<file path="config.mk">
export PLATFORM = sky130hd
export DESIGN_NAME = adder_sum_accumulator_flat
export DESIGN_NICKNAME = d
export VERILOG_FILES = /design/src/rtl/adder_sum_accumulator_if.sv /design/src/rtl/adder_sum_accumulator.sv /design/src/flat_wrapper.sv
export SDC_FILE = /design/constraint.sdc
export NUM_CORES = 1
export LEC_CHECK = 0
export BUFFER_PORTS_ARGS = -buffer_cell sky130_fd_sc_hd__buf_4
export CAP_MARGIN = 20
export CORE_ASPECT_RATIO = 1.2
export CORE_MARGIN = 1.5
export CORE_UTILIZATION = 59
export DETAILED_ROUTE_END_ITERATION = 7
export PLACE_DENSITY = 0.84
export REMOVE_ABC_BUFFERS = 1
export SYNTH_ARGS = -nofsm -noshare
export SYNTH_HDL_FRONTEND = slang
export SYNTH_SLANG_ARGS = --single-unit
</file>
<file path="constraint.sdc">
create_clock -name clk -period 6 [get_ports clk]
set_input_delay 1.2 -clock clk [delete_from_list [all_inputs] [get_ports clk]]
set_output_delay 1.2 -clock clk [all_outputs]
set_load 0.02 [all_outputs]
</file>
<file path="src/rtl/adder_sum_accumulator_if.sv">
// Stream interface for the adder-result accumulator: block control,
// upstream result handshake and downstream total handshake.
interface adder_sum_accumulator_if #(
    parameter int N     = 32,
    parameter int LEN_W = 8
);
    logic             start;
    logic [LEN_W-1:0] block_len;
    logic             abort;
    logic             in_valid;
    logic [N-1:0]     sum;
    logic             carry_out;
    logic             in_ready;
    logic             out_ready;
    logic             acc_valid;
    logic [N+LEN_W:0] acc_total;
    logic [LEN_W-1:0] acc_count;
    logic             busy;
    logic             len_err;

    modport master (
        output start, block_len, abort, in_valid, sum, carry_out, out_ready,
        input  in_ready, acc_valid, acc_total, acc_count, busy, len_err
    );

    modport slave (
        input  start, block_len, abort, in_valid, sum, carry_out, out_ready,
        output in_ready, acc_valid, acc_total, acc_count, busy, len_err
    );
endinterface

</file>
<file path="src/rtl/adder_sum_accumulator.sv">
// Accumulates a block of {carry_out, sum} adder results and holds the
// total until the downstream consumer takes it.
module adder_sum_accumulator #(
    parameter int N     = 32,
    parameter int LEN_W = 8
) (
    input  logic clk,
    input  logic rst,
    adder_sum_accumulator_if.slave bus
);
    localparam int TOTAL_W = N + 1 + LEN_W;

    typedef enum logic [1:0] {IDLE, ACCUM, HOLD} state_t;

    state_t             state;
    logic [LEN_W-1:0]   len_q;
    logic [LEN_W-1:0]   count;
    logic [LEN_W-1:0]   count_next;
    logic [TOTAL_W-1:0] total;
    logic               len_err_q;

    assign count_next = count + LEN_W'(1);

    // Abort wins over every other request; the total is wide enough that
    // a full block of maximum results cannot overflow it.
    always_ff @(posedge clk or negedge rst) begin
        if (!rst) begin
            state     <= IDLE;
            len_q     <= '0;
            count     <= '0;
            total     <= '0;
            len_err_q <= 1'b0;
        end else begin
            len_err_q <= 1'b0;
            case (state)
                IDLE: begin
                    if (bus.start && !bus.abort) begin
                        if (bus.block_len == '0) begin
                            len_err_q <= 1'b1;
                        end else begin
                            len_q <= bus.block_len;
                            count <= '0;
                            total <= '0;
                            state <= ACCUM;
                        end
                    end
                end
                ACCUM: begin
                    if (bus.abort) begin
                        count <= '0;
                        total <= '0;
                        state <= IDLE;
                    end else if (bus.in_valid) begin
                        total <= total + TOTAL_W'({bus.carry_out, bus.sum});
                        count <= count_next;
                        if (count_next == len_q) begin
                            state <= HOLD;
                        end
                    end
                end
                HOLD: begin
                    if (bus.abort) begin
                        count <= '0;
                        total <= '0;
                        state <= IDLE;
                    end else if (bus.out_ready) begin
                        state <= IDLE;
                    end
                end
                default: state <= IDLE;
            endcase
        end
    end

    assign bus.in_ready  = (state == ACCUM);
    assign bus.acc_valid = (state == HOLD);
    assign bus.busy      = (state != IDLE);
    assign bus.acc_total = total;
    assign bus.acc_count = count;
    assign bus.len_err   = len_err_q;
endmodule

</file>
<file path="src/flat_wrapper.sv">
// flat-port wrapper written by rule: the top's interface ports become plain ports
module adder_sum_accumulator_flat 
#(
    parameter int N     = 32,
    parameter int LEN_W = 8
)
  (clk, rst, bus_start, bus_block_len, bus_abort, bus_in_valid, bus_sum, bus_carry_out, bus_out_ready, bus_in_ready, bus_acc_valid, bus_acc_total, bus_acc_count, bus_busy, bus_len_err);
  adder_sum_accumulator_if #(.N(N), .LEN_W(LEN_W)) bus_i ();
  input  logic clk;
  input  logic rst;
  input wire logic [$bits(bus_i.start)-1:0] bus_start;
  input wire logic [$bits(bus_i.block_len)-1:0] bus_block_len;
  input wire logic [$bits(bus_i.abort)-1:0] bus_abort;
  input wire logic [$bits(bus_i.in_valid)-1:0] bus_in_valid;
  input wire logic [$bits(bus_i.sum)-1:0] bus_sum;
  input wire logic [$bits(bus_i.carry_out)-1:0] bus_carry_out;
  input wire logic [$bits(bus_i.out_ready)-1:0] bus_out_ready;
  output wire logic [$bits(bus_i.in_ready)-1:0] bus_in_ready;
  output wire logic [$bits(bus_i.acc_valid)-1:0] bus_acc_valid;
  output wire logic [$bits(bus_i.acc_total)-1:0] bus_acc_total;
  output wire logic [$bits(bus_i.acc_count)-1:0] bus_acc_count;
  output wire logic [$bits(bus_i.busy)-1:0] bus_busy;
  output wire logic [$bits(bus_i.len_err)-1:0] bus_len_err;
  assign bus_i.start = bus_start;
  assign bus_i.block_len = bus_block_len;
  assign bus_i.abort = bus_abort;
  assign bus_i.in_valid = bus_in_valid;
  assign bus_i.sum = bus_sum;
  assign bus_i.carry_out = bus_carry_out;
  assign bus_i.out_ready = bus_out_ready;
  assign bus_in_ready = bus_i.in_ready;
  assign bus_acc_valid = bus_i.acc_valid;
  assign bus_acc_total = bus_i.acc_total;
  assign bus_acc_count = bus_i.acc_count;
  assign bus_busy = bus_i.busy;
  assign bus_len_err = bus_i.len_err;
  adder_sum_accumulator #(.N(N), .LEN_W(LEN_W)) u_core (.clk(clk), .rst(rst), .bus(bus_i));
endmodule
</file>
Word level (Yosys, flattened, before mapping)

Index checks and enable logic that the tools add are counted.
Widths: inputs -> output; s select.

Input port bits: 47
Register bits: 60
Word-level logic and storage cells: 49
Output and inout bits: 53

Multiplexer cells: 23
Equality and inequality tests: 9
Reductions and logical operators: 9
Bitwise operators: 1
Add/subtract/negate cells: 2

Operators with widths:

| kind                | number |
|---|---|
| $mux 41             | 5 |
| $pmux 41 s3         | 1 |
| $add 41x33->41      | 1 |
| $mux 8              | 5 |
| $pmux 8 s3          | 1 |
| $mux 2              | 7 |
| $reduce_and 5->1    | 2 |
| $add 8x1->8 const B | 1 |
| $eq 8x8->1          | 1 |
| $logic_not 8->1     | 1 |
| $ne 3x3->1 const B  | 2 |
| $pmux 2 s3          | 1 |
| $ne 2x2->1 const B  | 2 |
| $mux 1              | 3 |
| $ne 3x2->1 const B  | 1 |
| $reduce_and 3->1    | 1 |
| $reduce_bool 3->1   | 1 |
| $eq 2x1->1 const B  | 1 |
| $eq 2x2->1 const B  | 1 |
| $logic_not 2->1     | 1 |
| $ne 2x1->1 const B  | 1 |
| $reduce_bool 2->1   | 1 |
| $logic_and 1x1->1   | 1 |
| $logic_not 1->1     | 1 |
| $not 1->1           | 1 |

Depth between registers and ports, before layout

Gate-level depths: netlist (run 1).

Depth in word-level cells: 6
Mapped depth: 11
Mapped depth without buffers: 11

Least setup slack after synthesis (run 1)

No wires, ideal clock.

Kind: input-to-reg
From: in bus_sum[0]
To: reg u_core.total[40], in the netlist u_core.bus.acc_total[40]
Data arrival time: 3.495 ns
Stages: 11
Path slack: 2.381 ns
Library setup time: 0.124 ns
Cells stage by stage: ha_1 -> inv_1 -> fa_1 -> nor2b_1 -> o211ai_1 -> a2111o_1 -> a211oi_2 -> nor3_1 -> o22a_1 -> o211a_1 -> a211o_1

Word-level cells in the longest chain between the ends: 4

Ends and longest elaborated chain:

| element                | line                        | RTL |
|---|---|---|
| start: declaration     | flat_wrapper.sv:15          | `input wire logic [$bits(bus_i.sum)-1:0] bus_sum;` |
| $add 41x33->41         | adder_sum_accumulator.sv:54 | `total <= total + TOTAL_W'({bus.carry_out, bus.sum});` |
| $mux 41                | adder_sum_accumulator.sv:53 | `end else if (bus.in_valid) begin` |
| $mux 41                | adder_sum_accumulator.sv:49 | `if (bus.abort) begin` |
| $pmux 41 s3            | adder_sum_accumulator.sv:35 | `case (state)` |
| end signal: assignment | adder_sum_accumulator.sv:54 |  |
| end: declaration       | adder_sum_accumulator.sv:19 | `logic [TOTAL_W-1:0] total;` |

Every way passes these cells. The select of a mux whose other input is x is not followed.
A chain may end at the register's enable or synchronous reset.

Final worst setup path (run 1)

From: in bus_sum[0]
To: reg u_core.total[34], in the netlist u_core.bus.acc_total[34]

Same word-level chain as after synthesis.

==> results of run 1 <==
## flip-flops by register name, summed over array words and instances, names as in the netlist
name                  cells
u_core.bus.acc_count      8
u_core.bus.acc_total     41
u_core.bus.len_err        1
u_core.len_q              8
u_core.state              2
## cell usage in the layout (no fill, tap or decap), types with 7 or more instances in the layout
master / n
nor3_1: 7
clkbuf_8: 9
mux2_2: 8
buf_4: 101
xnor2_1: 25
inv_1: 14
a21o_1: 12
o21ai_0: 53
a21oi_1: 43
nand4_1: 8
xor2_1: 14
ha_1: 34
nand3_1: 22
nand2_1: 64
dfrtp_1: 60
nor2_1: 23
## metrics by stage
step | total power [uW] | cells
floorplan | 820 | 484
global placement | 966 | 675
detailed placement | 984 | 675
CTS | 1350 | 691
global route | 1420 | 691
finish | 1350 | 691
## power breakdown
| group | switching (uW) | leakage (uW) | internal (uW) |
|---|---|---|---|
| registers | 36.4 | 0.000807 | 447 |
| clock network | 174 | 0.0000931 | 190 |
| logic | 287 | 0.00167 | 213 |
## worst min-delay path, delay by kind of cell, from the launching register on
family / cells / cell delay (ps)
AND/OR/NAND/NOR: 1 / 50
AO/OA/AOI/OAI: 1 / 60
flip-flops: 1 / 370
## area by class of cell
type                            count  area [sq um]  area share (%)
Inverter                           14          52.6           0.982
Clock buffer                       11           131            2.45
Multi-Input combinational cell    410          2750            51.3
Clock inverter                      5          52.6           0.982
Tap cell                           90           113            2.10
Sequential cell                    60          1500            28.0
Timing Repair Buffer              101           758            14.2
## cells by family (layout without fill, tap and decap cells)
logic type                 Yosys count  in the layout  share of synthesized area (%)
muxes                               10             10                           2.53
buffers and inverters               28            131                           2.79
xor gates and xnor gates            39             39                           7.84
AOI/OAI and AO/OA                  163            163                           23.4
adders and majority gates           35             35                           10.2
and+or+nand+nor                    163            163                           18.7
DFF                                 60             60                           34.5
## path summary, 6_finish.rpt
path,startpoint,endpoint,slack (ps),cells past startpoint
hold reg to reg,u_core.bus.acc_total[25]$_DFFE_PN0P_,u_core.bus.acc_total[25]$_DFFE_PN0P_,520,2
hold / removal,u_core.bus.acc_total[25]$_DFFE_PN0P_,u_core.bus.acc_total[25]$_DFFE_PN0P_,520,2
setup reg to reg,u_core.bus.acc_total[0]$_DFFE_PN0P_,u_core.bus.acc_total[34]$_DFFE_PN0P_,2850,11
max in group asynchronous,rst,u_core.bus.acc_total[38]$_DFFE_PN0P_,4550,1
min in group asynchronous,rst,u_core.bus.acc_total[12]$_DFFE_PN0P_,900,1
setup / recovery,bus_sum[0],u_core.bus.acc_total[34]$_DFFE_PN0P_,2340,12
## layer usage
layer  GRT usage [%]  vias up
met2            50.9      119
met1            34.6     2019
met5               0        -
met3            5.92       28
met4            12.3        0
li1                -     2041
==> results.toml, run 1 <==
[outcome]
outcome = "finished clean"

[sta]
report.final.hold_viol_count = 0
min_period_ps = 3660
slew-limit-headroom_pct = 45.1
clock_skew_ps = 9.26
worst_slack_ps = 2340
tightest_slew_ps = 821
rsz0062_at_grt = "no"
setup-tns-final_ps = 0
setup_violations = 0
drv_slew = 0
finalCritPeriodShare_pct = 61.0
holdWs_ps = 516
max_freq_mhz = 273

[logic_synthesis]
synth_flop_cell = "dfrtp_1"
synth-seq-cells = 60
synthCells = 498
synth_area_per_cell_sq_um = 8.75
yosysUniqueCellTypes = 67
netlist_area_sq_um = 4360
yosys-top-cells-area = "dfrtp_1 (34%), ha_1 (9.8%), o21ai_0 (6.1%)"
synth_top_area_share_pct = 34.5
ys_seq_area_share_pct = 34.5
yosysTopAreaCell = "dfrtp_1"
yosys_warnings = 0
synth_common_cells = "nand2_1 (64), dfrtp_1 (60), o21ai_0 (53), a21oi_1 (44), ha_1 (34)"
async_reset_ff_share_pct = 100
synth_edf_count = 0
synth.most_common_cell = "nand2_1"

[die]
num_rows = 34
ios = 100
die_area_sq_um = 7910
dieWidth_um = 81.4
core_sq_um = 7190
die_h_um = 97.1
initial_core_util_pct = 60.6

[global_route]
first_global_vias = 4184
grt_max_degree = 61
grt_first_pass_wirelength_um = 18500
grt_overflow = 0
grt_use_total_pct = 29.5
antenna_found_initial = 0

[drt]
firstDrtPassIters = 4
ant_nets = 0
wl_met1_um = 4650
drt_wl_total_um = 11300
drt-initial-drc-count = 292
routed-via-count = 4207
drcViolationCount = 0
wl_met2_um = 5860
vias_per_cell = 6.09
wl_met3_um = 539
top_layer = "met4"
wl_per_cell_um = 16.4

[cells_and_area]
syn_to_final_growth_pct = 22.9
fin_area_sq_um = 5350
antenna-diode-count = 0
fin_util_pct = 74.5
drive_gt1_share_pct = 22.5
nNetsFinal = 678
fillers = 573

[critical_path]
cp-start-kind = "primary input"
path_cells = "buf_4, ha_1, inv_1, fa_1, nor2b_1, o211ai_1, a2111o_1, a211oi_2, o311ai_1, o21ai_0, nor4b_1, a211o_1"
crit_family = "compound AO/OA/AOI/OAI gates"
crit_path_end_kind = "flip-flop"
worstPathRequired_ps = 6290
cp_max_fo = 4
worstPathArrival_ps = 3950
critPathKind = "primary input to flip-flop"
critPathBufInv = 2
cp_slowest_stage_delay_ps = 470
crit_path_top_delay_cell = "a2111o_1"

[placement]
dp_slack_ps = 2030
port_buffers = 99
gp_congestion = 0.930
dpl.hpwl_um = 8290
place_area_sq_um = 5170

[clock_tree]
tritoncts = "built"
numCtsBuffers = 9
clk_pin_slew_ps = 70
cts_root_buf = "clkbuf_8"
post_cts_buffers = 0
cts_sinks = 60
h-tree-depth = 3
holdBufCountCts = 0
clock_latency_ps = 350
ctsResizeCount = 0
cts_buffer_depth = 2

[power]
ir_drop_mv = 0.228
leakage_uw = 0.00257
power.density_nw_per_um2 = 252

[flow_run]
maxCapViolCount = 0

[hold_path]
hold_path_class = "flip-flop to flip-flop"
(Power assumes the default switching activity.)
==> run 2, diff against run 1 <==
--- a/config.mk
+++ b/config.mk
@@ -9,9 +9,9 @@
 export CAP_MARGIN = 20
 export CORE_ASPECT_RATIO = 1.2
 export CORE_MARGIN = 1.5
-export CORE_UTILIZATION = 59
+export CORE_UTILIZATION = 50
 export DETAILED_ROUTE_END_ITERATION = 7
-export PLACE_DENSITY = 0.84
+export PLACE_DENSITY = 0.76
 export REMOVE_ABC_BUFFERS = 1
 export SYNTH_ARGS = -nofsm -noshare
 export SYNTH_HDL_FRONTEND = slang
==> constraint.sdc (replaced) <==
create_clock -name clk -period 3.1 [get_ports clk]
set_input_delay 0.62 -clock clk [delete_from_list [all_inputs] [get_ports clk]]
set_output_delay 0.62 -clock clk [all_outputs]
set_load 0.02 [all_outputs]
==> run 2 against run 1 <==
Combinational power is 110% higher. Worst setup slack worse by 2200 ps. Via count is 2.7% higher. Clock-buffer cell count is 1 lower. Sequential power is 94% higher. Critical path depth is 1 lower. Clock skew is 1.8 ps higher. Global-route usage is 4.4 points lower. Cell area is 6.3% higher. Wire length is 0.69% higher. Critical endpoint is now u_core.bus.acc_total[40]$_DFFE_PN0P_.
==> results.toml, run 2 (synthesis gave the netlist of run 1 again) <==
[sta]
tightest_slew_ps = 792
report.final.hold_viol_count = 0
finalCritPeriodShare_pct = 96.5
slew-limit-headroom_pct = 47.2
holdWs_ps = 327
min_period_ps = 2990
setup_violations = 0
max_freq_mhz = 334
clock_skew_ps = 11.1
drv_slew = 0

[cells_and_area]
final_common_cell = "buf_4"
antenna-diode-count = 0
nNetsFinal = 714
fin_area_sq_um = 5690
fillers = 763
layout_common_cells = "buf_4 (137), nand2_1 (64), dfrtp_1 (60)"
syn_to_final_growth_pct = 30.6
largest_reg_flops = 41
fin_util_pct = 66.8
drive_gt1_share_pct = 27.9

[critical_path]
worstPathArrival_ps = 3240
critPathKind = "flip-flop to flip-flop"
cp_max_fo = 4
worstPathRequired_ps = 3350
cp-start-kind = "flip-flop"
r2r_setup_slack_ps = 110
crit_path_end_kind = "flip-flop"

[placement]
place_area_sq_um = 5460
port_buffers = 99
dpl.hpwl_um = 8580
gp_congestion = 0.881

[clock_tree]
cts_buffer_depth = 2
holdBufCountCts = 0
numCtsBuffers = 9
cts_root_buf = "clkbuf_8"
clk_pin_slew_ps = 80
h-tree-depth = 3
cts_sinks = 60
clock_latency_ps = 360
tritoncts = "built"

[die]
die_area_sq_um = 9280
dieWidth_um = 88.2
ios = 100
num_rows = 37
core_sq_um = 8520
initial_core_util_pct = 51.1
die_h_um = 105

[drt]
routed-via-count = 4322
wl_per_cell_um = 15.1
drt-initial-drc-count = 146
vias_per_cell = 5.73
firstDrtPassIters = 4
ant_nets = 0
drt_wl_total_um = 11400
drcViolationCount = 0

[global_route]
antenna_found_initial = 0
grt_use_total_pct = 25.0
grt_first_pass_wirelength_um = 18400
grt_max_degree = 61
grt_overflow = 0
first_global_vias = 4085

[power]
ir_drop_mv = 0.311
leakage_uw = 0.00274
power.density_nw_per_um2 = 467

[flow_run]
maxCapViolCount = 0

[hold_path]
hold_path_class = "primary input to async pin"

[outcome]
outcome = "finished clean"
-- run 2: changes by cell type in the layout (fill, tap and decap cells not counted), sizes merged --
cell      previous run  this run
buf                101       137
bufinv               1         0
clkbuf              11        10
clkinv               3         4
clkinvlp             1         2
-- run 2: final cells by class --
cell class              instances  area (sq um)  area share (%)
well taps                     117           146            2.57
inverters                      14          52.6           0.924
clock inverters                 6          50.0           0.880
flip-flops and latches         60          1500            26.4
multi-input cells             410          2770            48.7
clock buffers                  10           138            2.42
repair buffers                137          1030            18.1
-- run 2: metal layers --
metal  part of all wire (%)  track usage [%]
met1                     42             30.4
met2                     51             42.5
met4                    2.3             11.2
met5                      0                0
met3                    5.0             4.54
-- run 2: critical path: stages, from the launching register on --
cell and delay (ps):
dfrtp_1 390, ha_2 190, inv_1 50, fa_2 340, nor2b_2 140, o211ai_1 160, a2111o_1 510, a211oi_4 320
nor3_2 80, o22a_1 200, o211a_1 230, a211o_1 250
-- run 2: where the power goes --
part           leakage, uW  internal [uW]  switching [uW]
combinational      0.00184            477             564
sequential        0.000807            865            71.7
clock            0.0000887            317             364
total              0.00274           1660            1000
-- run 2: repair_timing --
item	4_1_cts	5_1_grt
gates resized for setup	0	8
setup endpoints to repair	0	5
setup buffers	0	2
-- run 2: final timing paths --
check	from	end	depth (start not counted)
max in group asynchronous	rst	u_core.bus.acc_total[1]$_DFFE_PN0P_	1
min	rst	u_core.bus.acc_total[14]$_DFFE_PN0P_	1
max reg2reg	u_core.bus.acc_total[0]$_DFFE_PN0P_	u_core.bus.acc_total[40]$_DFFE_PN0P_	11
min in group clk	bus_abort	u_core.state[1]$_DFFE_PN0P_	2
min reg2reg	u_core.bus.acc_total[14]$_DFFE_PN0P_	u_core.bus.acc_total[14]$_DFFE_PN0P_	2
max	u_core.bus.acc_total[0]$_DFFE_PN0P_	u_core.bus.acc_total[40]$_DFFE_PN0P_	11
-- run 2: per-stage QoR --
step / setup TNS [ps] / setup WS, ps / instances / total power (uW)
floorplan: -16110 / -504 / 484 / 1590
global placement: -306 / -108 / 736 / 1950
detailed placement: -858 / -174 / 736 / 1980
CTS: 0 / 115 / 752 / 2660
global route: -37.2 / -19.9 / 754 / 2810
finish: 0 / 109 / 754 / 2660
==> run 3, diff against run 2 <==
--- a/config.mk
+++ b/config.mk
@@ -9,9 +9,10 @@
 export CAP_MARGIN = 20
 export CORE_ASPECT_RATIO = 1.2
 export CORE_MARGIN = 1.5
-export CORE_UTILIZATION = 50
+export CORE_UTILIZATION = 25
+export CTS_BUF_LIST = sky130_fd_sc_hd__clkbuf_2 sky130_fd_sc_hd__clkbuf_4 sky130_fd_sc_hd__clkbuf_8
 export DETAILED_ROUTE_END_ITERATION = 7
-export PLACE_DENSITY = 0.76
+export PLACE_DENSITY = 0.43
 export REMOVE_ABC_BUFFERS = 1
 export SYNTH_ARGS = -nofsm -noshare
 export SYNTH_HDL_FRONTEND = slang
==> run 3 against run 2 <==
Clock power grew 23%. Worst setup slack gained 58 ps. Register-to-register slack better by 60 ps. First-iteration DRC count down 16%. Clock-buffer cell count increased by 1. Via count down 2.0%. Cell area increased by 5.3%. Non-clock buffer count is 17 higher. Global-route usage shrank 9.8 points. Core utilization shrank 32 points. Final cell count increased by 15%. Largest cell class unchanged. Largest power group unchanged.
==> results.toml, run 3 (synthesis gave the netlist of run 1 again) <==
[global_route]
grt_use_total_pct = 15.3
grt_first_pass_wirelength_um = 22000
first_global_vias = 4486
grt_max_degree = 61
grt_overflow = 0
antenna_found_initial = 0

[die]
num_rows = 52
initial_core_util_pct = 25.7
die_area_sq_um = 18200
die_h_um = 148
ios = 100
dieWidth_um = 124
core_sq_um = 17000

[drt]
ant_nets = 0
routed-via-count = 4237
drcViolationCount = 0
firstDrtPassIters = 4
wl_per_cell_um = 15.2
drt_wl_total_um = 13300
drt-initial-drc-count = 122
vias_per_cell = 4.87

[power]
power_frac_seq_pct = 32.7
clock_power_share_pct = 29.2
ir_drop_mv = 0.254
netSwitchingFraction_pct = 35.3
power.density_nw_per_um2 = 478
leakage_uw = 0.00286
internal-power_uw = 1860
power_uw = 2870
switchingPower_uw = 1010
comb_power_share_pct = 38.1

[critical_path]
r2r_setup_slack_ps = 170
crit_path_top_delay_cell = "or4_4"
critPathBufInv = 0
crit_family = "simple AND/OR/NAND/NOR gates"
path_cells = "ha_1, nand3_2, or4_4, or4_4, a21oi_2, nor4_4, o311ai_0, o211ai_1"
worstPathArrival_ps = 3160
cp-start-kind = "flip-flop"
crit_path_end_kind = "flip-flop"
critPathKind = "flip-flop to flip-flop"
worstPathRequired_ps = 3330
cp_max_fo = 8
crit_path_frequent_cell = "or4_4"
cp_slowest_stage_delay_ps = 550

[clock_tree]
cts_buffer_depth = 2
h-tree-depth = 3
holdBufCountCts = 0
clock_latency_ps = 370
clk_pin_slew_ps = 80
cts_sinks = 60
numCtsBuffers = 9
cts_root_buf = "clkbuf_8"
tritoncts = "built"

[sta]
min_period_ps = 2930
drv_slew = 0
finalCritPeriodShare_pct = 94.6
clock_skew_ps = 15.4
holdWs_ps = 351
max_freq_mhz = 341
report.final.hold_viol_count = 0
slew-limit-headroom_pct = 45.5
tightest_slew_ps = 818
setup_violations = 0

[cells_and_area]
layout_common_cells = "buf_4 (153), nand2_1 (64), dfrtp_1 (60)"
nNetsFinal = 731
final_common_cell = "buf_4"
syn_to_final_growth_pct = 37.5
largest_reg_flops = 41
drive_gt1_share_pct = 30.0
antenna-diode-count = 0

[placement]
dpl.hpwl_um = 10000
gp_congestion = 0.803
port_buffers = 99

[flow_run]
maxCapViolCount = 0

[outcome]
outcome = "finished clean"

[hold_path]
hold_path_class = "primary input to async pin"
==> run 3: path summary, 6_finish.rpt <==
check	start	end	depth (start not counted)
hold / removal	rst	u_core.len_q[1]$_DFFE_PN0P_	1
min in group clk	bus_abort	u_core.state[1]$_DFFE_PN0P_	2
setup reg to reg	u_core.bus.acc_total[24]$_DFFE_PN0P_	u_core.bus.acc_total[39]$_DFFE_PN0P_	8
setup / recovery	u_core.bus.acc_total[24]$_DFFE_PN0P_	u_core.bus.acc_total[39]$_DFFE_PN0P_	8
hold reg to reg	u_core.bus.acc_total[18]$_DFFE_PN0P_	u_core.bus.acc_total[18]$_DFFE_PN0P_	2
max in group asynchronous	rst	u_core.bus.acc_total[15]$_DFFE_PN0P_	1
==> run 3: routing by layer <==
metal	GRT usage [%]	vias to the layer above	wire (um)
met5	0	-	0
met4	3.79	0	132
met3	4.13	8	639
met2	26.5	77	6610
met1	18.6	2003	5880
li1	-	2149	-
==> run 3: worst reg2reg max path: stages (launching register included) <==
cell	delay, ps
dfrtp_1	410
ha_1	390
nand3_2	110
or4_4	540
or4_4	550
a21oi_2	200
nor4_4	90
o311ai_0	370
o211ai_1	140
==> run 3: cell type report <==
| type | count | area (sq um) |
|---|---|---|
| sequential | 60 | 1500 |
| inverter | 14 | 52.6 |
| clock inverter | 5 | 75.1 |
| multi-input combinational | 410 | 2780 |
| fill | 1784 | 11000 |
| clock buffer | 11 | 145 |
| tap | 216 | 270 |
| timing repair buffer | 154 | 1170 |
==> run 3: power by group through the flow <==
stage | Clock (uW) | Sequential [uW] | Combinational [uW]
floorplan | 0 | 1010 | 578
global placement | 0 | 954 | 1090
detailed placement | 0 | 956 | 1090
CTS | 867 | 941 | 1090
global route | 895 | 952 | 1220
finish | 837 | 938 | 1090
==> run 3: per-stage QoR <==
stage	TNS [ps]	utilization (%)	instances	setup WS (ps)	cell area, sq um
final	0	35.3	870	167	5990
after global routing	-2.21	35.3	870	-2.21	5990
after CTS	0	35.0	868	102	5940
after detailed placement	-1370	33.7	852	-210	5720
after global placement	-839	33.7	852	-145	5720
after floorplan	-16110	-	484	-504	4290
==> run 3: repair_timing <==
item / in CTS / in global routing
gates resized for setup: 0 / 10
endpoints found under the setup margin: 0 / 7
setup buffers: 0 / 2
